**src/rtl/pong_mmio_ctrl.sv**
```systemverilog
// Pong memory-mapped I/O controller: dmem write gating, shadow registers
// committed on VSYNC, frame counter, and a small PS/2 key FIFO.
module pong_mmio_ctrl #(
  parameter int IO_BASE    = 3000,
  parameter int DMEM_LIMIT = 2000,
  parameter int FIFO_DEPTH = 4
) (
  input  logic        clock,
  input  logic        reset,
  input  logic [11:0] addr,
  input  logic [31:0] wdata,
  input  logic        wren,
  input  logic [31:0] dmem_q,
  output logic        dmem_wren,
  output logic [31:0] rdata,
  input  logic        ps2_key_pressed,
  input  logic [7:0]  ps2_key_data,
  input  logic        vga_vs,
  output logic [9:0]  ball_x,
  output logic [8:0]  ball_y,
  output logic [8:0]  paddle_left,
  output logic [8:0]  paddle_right
);

  localparam int PW = $clog2(FIFO_DEPTH);
  localparam int CW = PW + 1;
  localparam logic [11:0] IO_B  = 12'(IO_BASE);
  localparam logic [11:0] LIM_B = 12'(DMEM_LIMIT);

  // Clamp a full 32-bit store value to a screen coordinate limit.
  function automatic logic [9:0] sat(input logic [31:0] v, input logic [9:0] lim);
    if (v > {22'd0, lim}) begin
      return lim;
    end else begin
      return v[9:0];
    end
  endfunction

  logic        is_dmem;
  logic        is_io;
  logic [11:0] io_off;
  logic        wr_io;
  logic [9:0]  sh_x_r;
  logic [8:0]  sh_y_r, sh_pl_r, sh_pr_r;
  logic        commit_pending_r;
  logic [15:0] frame_cnt_r;
  logic        vs_meta_r, vs_sync_r, vs_prev_r;
  logic        frame_evt;
  logic        key_d1_r, key_d2_r;
  logic [7:0]  key_byte_r;
  logic        push, pop_req, do_push, do_pop, drop;
  logic [7:0]  mem_r [FIFO_DEPTH];
  logic [PW-1:0] wr_ptr_r, rd_ptr_r;
  logic [CW-1:0] count_r;
  logic        overflow_r;
  logic        full, empty;
  logic [7:0]  head;
  logic [31:0] io_val;
  logic        rd_dmem_r;
  logic [31:0] io_rdata_r;

  assign io_off    = addr - IO_B;
  assign is_dmem   = (addr < LIM_B);
  assign is_io     = (addr >= IO_B) && (io_off < 12'd8);
  assign dmem_wren = wren & is_dmem;
  assign wr_io     = wren & is_io;

  assign frame_evt = vs_prev_r & ~vs_sync_r;
  assign push      = key_d1_r & ~key_d2_r;
  assign pop_req   = wr_io && (io_off[2:0] == 3'd6);
  assign full      = (count_r == CW'(FIFO_DEPTH));
  assign empty     = (count_r == {CW{1'b0}});
  assign do_pop    = pop_req & ~empty;
  // A full FIFO still accepts a push when the same edge pops.
  assign do_push   = push & (~full | do_pop);
  assign drop      = push & full & ~do_pop;

  // VSYNC synchronizer plus one delay flop for falling-edge detection.
  always_ff @(posedge clock or posedge reset) begin
    if (reset) begin
      vs_meta_r <= 1'b1;
      vs_sync_r <= 1'b1;
      vs_prev_r <= 1'b1;
    end else begin
      vs_meta_r <= vga_vs;
      vs_sync_r <= vs_meta_r;
      vs_prev_r <= vs_sync_r;
    end
  end

  // Shadow registers, commit flag, frame counter and committed outputs.
  always_ff @(posedge clock or posedge reset) begin
    if (reset) begin
      sh_x_r           <= 10'd320;
      sh_y_r           <= 9'd240;
      sh_pl_r          <= 9'd240;
      sh_pr_r          <= 9'd240;
      ball_x           <= 10'd320;
      ball_y           <= 9'd240;
      paddle_left      <= 9'd240;
      paddle_right     <= 9'd240;
      commit_pending_r <= 1'b0;
      frame_cnt_r      <= 16'd0;
    end else begin
      if (wr_io && (io_off[2:0] == 3'd0)) sh_x_r  <= sat(wdata, 10'd639);
      if (wr_io && (io_off[2:0] == 3'd1)) sh_y_r  <= 9'(sat(wdata, 10'd479));
      if (wr_io && (io_off[2:0] == 3'd2)) sh_pl_r <= 9'(sat(wdata, 10'd479));
      if (wr_io && (io_off[2:0] == 3'd3)) sh_pr_r <= 9'(sat(wdata, 10'd479));
      if (frame_evt) frame_cnt_r <= frame_cnt_r + 16'd1;
      // Outputs sample the shadows as they stood before this edge's writes.
      if (frame_evt && commit_pending_r) begin
        ball_x       <= sh_x_r;
        ball_y       <= sh_y_r;
        paddle_left  <= sh_pl_r;
        paddle_right <= sh_pr_r;
      end
      // A COMMIT store on the frame edge re-arms rather than being lost.
      if (wr_io && (io_off[2:0] == 3'd4)) begin
        commit_pending_r <= 1'b1;
      end else if (frame_evt) begin
        commit_pending_r <= 1'b0;
      end
    end
  end

  // PS/2 strobe edge detect, capturing the scan code with the strobe.
  always_ff @(posedge clock or posedge reset) begin
    if (reset) begin
      key_d1_r   <= 1'b0;
      key_d2_r   <= 1'b0;
      key_byte_r <= 8'd0;
    end else begin
      key_d1_r   <= ps2_key_pressed;
      key_d2_r   <= key_d1_r;
      key_byte_r <= ps2_key_data;
    end
  end

  // Key FIFO storage, pointers, occupancy and sticky overflow.
  always_ff @(posedge clock or posedge reset) begin
    if (reset) begin
      for (int i = 0; i < FIFO_DEPTH; i++) mem_r[i] <= 8'd0;
      wr_ptr_r   <= {PW{1'b0}};
      rd_ptr_r   <= {PW{1'b0}};
      count_r    <= {CW{1'b0}};
      overflow_r <= 1'b0;
    end else begin
      if (do_push) begin
        mem_r[wr_ptr_r] <= key_byte_r;
        wr_ptr_r        <= wr_ptr_r + PW'(1);
      end
      if (do_pop) rd_ptr_r <= rd_ptr_r + PW'(1);
      count_r <= count_r + CW'(do_push) - CW'(do_pop);
      if (drop) begin
        overflow_r <= 1'b1;
      end else if (wr_io && (io_off[2:0] == 3'd5)) begin
        overflow_r <= 1'b0;
      end
    end
  end

  // I/O register read value for the current address.
  always_comb begin
    io_val = 32'd0;
    if (empty) begin
      head = 8'd0;
    end else begin
      head = mem_r[rd_ptr_r];
    end
    case (io_off[2:0])
      3'd0:    io_val = {22'd0, sh_x_r};
      3'd1:    io_val = {23'd0, sh_y_r};
      3'd2:    io_val = {23'd0, sh_pl_r};
      3'd3:    io_val = {23'd0, sh_pr_r};
      3'd4:    io_val = {31'd0, commit_pending_r};
      3'd5:    io_val = {26'd0, overflow_r, 3'(count_r), full, empty};
      3'd6:    io_val = {24'd0, head};
      3'd7:    io_val = {16'd0, frame_cnt_r};
      default: io_val = 32'd0;
    endcase
  end

  // Register the read source so rdata lines up with dmem's one-cycle latency.
  always_ff @(posedge clock or posedge reset) begin
    if (reset) begin
      rd_dmem_r  <= 1'b0;
      io_rdata_r <= 32'd0;
    end else begin
      rd_dmem_r  <= is_dmem;
      io_rdata_r <= is_io ? io_val : 32'd0;
    end
  end

  assign rdata = rd_dmem_r ? dmem_q : io_rdata_r;

endmodule

```
**config.mk**
```make
export PLATFORM = sky130hd
export DESIGN_NAME = pong_mmio_ctrl
export DESIGN_NICKNAME = d
export VERILOG_FILES = /design/src/rtl/pong_mmio_ctrl.sv
export SDC_FILE = /design/constraint.sdc
export NUM_CORES = 1
export LEC_CHECK = 0
export ABC_AREA = 1
export BUFFER_PORTS_ARGS = -buffer_cell sky130_fd_sc_hd__buf_2
export CORE_MARGIN = 5
export CORE_UTILIZATION = 40
export DETAILED_ROUTE_END_ITERATION = 10
export PLACE_DENSITY = 0.7
export REMOVE_ABC_BUFFERS = 1
export SLEW_MARGIN = 10
export SYNTH_ARGS = -nofsm -noshare
export SYNTH_HDL_FRONTEND = slang
export SYNTH_SLANG_ARGS = --single-unit
```
**constraint.sdc**
```tcl
create_clock -name clock -period 4.7 [get_ports clock]
set_input_delay 0.705 -clock clock [delete_from_list [all_inputs] [get_ports clock]]
set_output_delay 0.705 -clock clock [all_outputs]
set_load 0.05 [all_outputs]
```
==> Implementation_results.wiki <==
{| class="wikitable"
! Metric !! Value
|-
| Run status || completed
|-
| Path type of the worst setup path || reg -> out
|-
| Vias in the first global route || 6302
|-
| Post-detailed-route count of antenna-violating nets || 0
|-
| CP Data Arrival Time || 2100 ps
|-
| Seq cells post-synth || 161
|-
| Via count || 6372
|-
| Width of the die || 149 um
|-
| Root buffer selected by CTS || sky130_fd_sc_hd__clkbuf_16
|-
| Overall power || 3690 uW
|-
| Routed wire length per instance || 15.0 um
|-
| Cell type with the highest aggregate area in the netlist || sky130_fd_sc_hd__dfrtp_1
|-
| Portion of total power attributed to sequential cells || 0.465
|-
| Maximum fanout along the worst path || 32
|-
| Number of I/O pins || 159
|-
| Overall routed net length || 19700 um
|-
| Net count, final || 1138
|-
| Inserted Diodes || 0
|-
| Total clock sinks || 161
|-
| Worst endpoint required time || 3990 ps
|-
| Portion of synthesized cell area occupied by the leading cell type || 0.421
|-
| Switching Fraction || 0.317
|-
| Total leakage power || 0.00484 uW
|-
| Cell area power density || 399 nW/um^2
|-
| Count of cells along the worst register-to-register path || 10
|-
| CP Capture Type || output pin
|-
| Top metal layer carrying routed signals || met4
|-
| Internal Pwr Total || 2520 uW
|-
| HPWL after detailed placement || 14400 um
|-
| Floorplan die area || 22200 um^2
|-
| Ratio of final minimum period to clock period || 0.598
|-
| Number of enable-type register cells in the synthesized netlist || 0
|-
| Area of the core || 18800 um^2
|-
| Fraction of the core area covered by cells at the end of the flow || 0.490
|-
| Main area contributors after synthesis || sky130_fd_sc_hd__dfrtp_1 42%, sky130_fd_sc_hd__nand2_1 13%, sky130_fd_sc_hd__dfstp_2 11%
|-
| Summed instance area of the synthesized netlist || 7720 um^2
|-
| Achievable Freq || 0.356 GHz
|-
| Placed Cells incl. Taps || 1282
|-
| Overflow left after global routing || 0
|-
| Sw Pwr || 1170 uW
|-
| Number of cells upsized or downsized after cts || 0
|-
| Number of levels the H-tree was split into || 4
|-
| Post-Synthesis Cells || 891
|-
| Routed length on met3 || 1560 um
|-
| Most instantiated flip-flop cell in the synthesis netlist || sky130_fd_sc_hd__dfrtp_1
|-
| Count of hold-fix buffers inserted at cts || 0
|-
| Clock Tree Buf Depth || 2
|-
| Clock power share || 0.352
|-
| Initial cell density of the core || 0.410
|-
| Initial DRT Pass Iterations || 5
|-
| Number of gates on the worst path with buffers counted || 2
|-
| Type of the tightest min-delay check || reg -> reg
|-
| Clock Skews || 12.3 ps
|-
| Clock-pin slew of the registers on the worst-case setup and hold paths || 70 ps
|-
| Crit-path cells || mux2_2, buf_2
|-
| Final count of pins violating max slew || 0
|-
| Setup repair after global routing missed its margin || false
|-
| Tot GR Track Use || 0.181
|-
| Slew @ Worst Pin || 1050 ps
|-
| Top cells by instance count after synthesis || 265 x sky130_fd_sc_hd__nand2_1, 130 x sky130_fd_sc_hd__dfrtp_1, 114 x sky130_fd_sc_hd__inv_1, 74 x sky130_fd_sc_hd__nor2_1, 54 x sky130_fd_sc_hd__o21ai_0
|-
| Max-cap viol count || 0
|-
| FP Rows || 50
|-
| Buffers on Ports || 158
|-
| Shortest period the worst path allows || 2810 ps
|-
| Source of the critical timing path || rd_dmem_r
|-
| Max incr delay on CP || 1030 ps
|-
| Number of distinct library cells after synthesis || 38
|-
| Count of final setup violators || 0
|-
| Cell with the largest stage delay on the worst path || sky130_fd_sc_hd__dfrtp_1
|-
| Number of non-filler instances in the completed layout || 1314
|-
| Combinational share of power || 0.183
|-
| Global-route wire length before repair || 32100 um
|-
| Clock tree from TritonCTS || yes
|-
| Detailed-routing wirelength on met1 || 8910 um
|-
| Initial DRC count || 478
|-
| Fraction of layout instances using a drive strength above 1 || 0.261
|-
| Min-delay src || vs_meta_r
|-
| Number of cells traversed by the worst hold path || 0
|-
| Family with the most delay on the worst path || flip-flops
|-
| Proportion of synthesized chip area in sequential cells || 0.527
|-
| Final hold slack || 359 ps
|-
| Die Y-Extent || 149 um
|-
| Number of warnings printed during yosys synthesis || 0
|-
| Number of buffers created by CTS || 17
|-
| Number of buffer and inverter instances along the worst setup path || 1
|-
| Final setup TNS || 0 ps
|-
| Critical Path Source Type || register
|-
| Share of synthesized registers carrying an async set or reset || 1.00
|-
| Fin. Hold Viols || 0
|-
| Synthesis-to-layout area growth || 19.5%
|-
| Post-CTS repair timing setup buffer count || 0
|-
| Placer's final routability congestion estimate || 0.856
|-
| Initial antenna violation count || 0
|-
| Highest ir drop seen on vdd || 0.288 mV
|-
| DRC violations left || 0
|-
| Fillcell total || 1767
|-
| Max-slew headroom || 0.303
|-
| Cell with the most instances after synthesis || sky130_fd_sc_hd__nand2_1
|-
| Worst skew pair latency || 430 ps
|-
| Per-cell via count in the routed design || 4.85
|-
| Worst flop-to-flop path startpoint || count_r[1]
|-
| Mean area per synthesized cell || 8.67 um^2
|-
| Largest net degree at the start of global routing || 109
|-
| Met2 WL || 8820 um
|}
[cell type report]
cell class                 instances  area (um^2)  share of cell area
clock buffer                      21          460              0.0499
clock inverter                    11         96.3              0.0104
multi-input combinational        584         3030               0.328
tap                              260          325              0.0352
timing repair buffer             161          813              0.0881
sequential                       161         4070               0.441
inverter                         116          440              0.0477
[path summary, 6_finish.rpt]
kind | endpoint | slack (ps)
hold reg to reg | vs_sync_r | 360
min in group asynchronous | ball_x[7] | 490
max in group asynchronous | io_rdata_r[1] | 3240
setup / recovery | rdata[7] | 1890
setup reg to reg | count_r[2] | 2280
hold / removal | vs_sync_r | 360
[cell families after synthesis]
kind of cell | Yosys count | share of synthesized area
buffers and inverters | 146 | 0.0818
flip-flops | 161 | 0.527
AND/OR/NAND/NOR | 437 | 0.249
multiplexers | 30 | 0.0438
XOR/XNOR | 16 | 0.0182
AO/OA/AOI/OAI | 93 | 0.0664
adder cells (fa/ha/maj) | 8 | 0.0139
[layout by cell type (no fill, tap or decap), types with 2 or more instances in the layout]
| cell | netlist | routed |
|---|---|---|
| sky130_fd_sc_hd__inv_2 | 2 | 2 |
| sky130_fd_sc_hd__clkinv_4 | 0 | 4 |
| sky130_fd_sc_hd__dfstp_2 | 31 | 31 |
| sky130_fd_sc_hd__buf_4 | 2 | 3 |
| sky130_fd_sc_hd__nand4_1 | 36 | 36 |
| sky130_fd_sc_hd__nand2_2 | 2 | 3 |
| sky130_fd_sc_hd__nor2_1 | 74 | 73 |
| sky130_fd_sc_hd__clkbuf_8 | 0 | 2 |
| sky130_fd_sc_hd__nor3_1 | 15 | 15 |
| sky130_fd_sc_hd__nand3_1 | 26 | 26 |
| sky130_fd_sc_hd__a21oi_1 | 16 | 16 |
| sky130_fd_sc_hd__clkinvlp_4 | 0 | 2 |
| sky130_fd_sc_hd__dfrtp_1 | 130 | 130 |
| sky130_fd_sc_hd__inv_6 | 0 | 5 |
| sky130_fd_sc_hd__mux2_2 | 30 | 30 |
| sky130_fd_sc_hd__clkbuf_16 | 0 | 17 |
| sky130_fd_sc_hd__xor2_1 | 15 | 15 |
| sky130_fd_sc_hd__buf_2 | 9 | 158 |
| sky130_fd_sc_hd__nand2_4 | 2 | 2 |
| sky130_fd_sc_hd__nand3_4 | 4 | 4 |
| sky130_fd_sc_hd__inv_1 | 114 | 113 |
| sky130_fd_sc_hd__and2_1 | 2 | 2 |
| sky130_fd_sc_hd__nand2_1 | 265 | 264 |
| sky130_fd_sc_hd__o21ai_0 | 54 | 54 |
| sky130_fd_sc_hd__o22ai_1 | 18 | 18 |
| sky130_fd_sc_hd__nor2_4 | 3 | 3 |
| sky130_fd_sc_hd__ha_1 | 7 | 7 |
| sky130_fd_sc_hd__clkbuf_1 | 14 | 2 |
| sky130_fd_sc_hd__nor2_2 | 3 | 4 |
[worst register-to-register path: stages (launching register included)]
cell and delay, ps:
sky130_fd_sc_hd__dfrtp_1 420, sky130_fd_sc_hd__nor2_1 120, sky130_fd_sc_hd__a21oi_4 310, sky130_fd_sc_hd__nand3_4 160
sky130_fd_sc_hd__nand2_4 360, sky130_fd_sc_hd__nand2_2 120, sky130_fd_sc_hd__inv_1 100, sky130_fd_sc_hd__ha_1 140
sky130_fd_sc_hd__inv_1 50, sky130_fd_sc_hd__fa_1 370, sky130_fd_sc_hd__xor2_1 160
[metal layers]
metal | vias to the layer above | global-route usage
li1 | 3145 | -
met1 | 2946 | 0.246
met2 | 256 | 0.289
met3 | 25 | 0.0441
met4 | 0 | 0.0535
met5 | - | 0
[per-stage QoR]
step	worst slack, ps	area, um^2
after floorplan	-302	7520
after global placement	1560	8670
after detailed placement	1500	8670
after CTS	1860	9230
after global routing	1700	9230
final	1890	9230
[registers in the layout, summed over array words and instances (netlist names)]
name              count
paddle_left           9
wr_ptr_r              2
frame_cnt_r          16
rd_ptr_r              2
count_r               3
sh_pl_r               9
sh_pr_r               9
key_byte_r            8
overflow_r            1
key_d1_r              1
key_d2_r              1
sh_x_r               10
commit_pending_r      1
mem_r                32
sh_y_r                9
rd_dmem_r             1
vs_meta_r             1
ball_x               10
paddle_right          9
ball_y                9
io_rdata_r           16
vs_prev_r             1
vs_sync_r             1
[power by group through the flow]
stage	sequential (uW)	combinational [uW]	clock (uW)
floorplan	1700	483	0
global route	1730	768	1380
finish	1710	674	1300
detailed placement	1730	677	0
CTS	1710	678	1320
global placement	1730	658	0
Power figures use the tool's default switching activity.
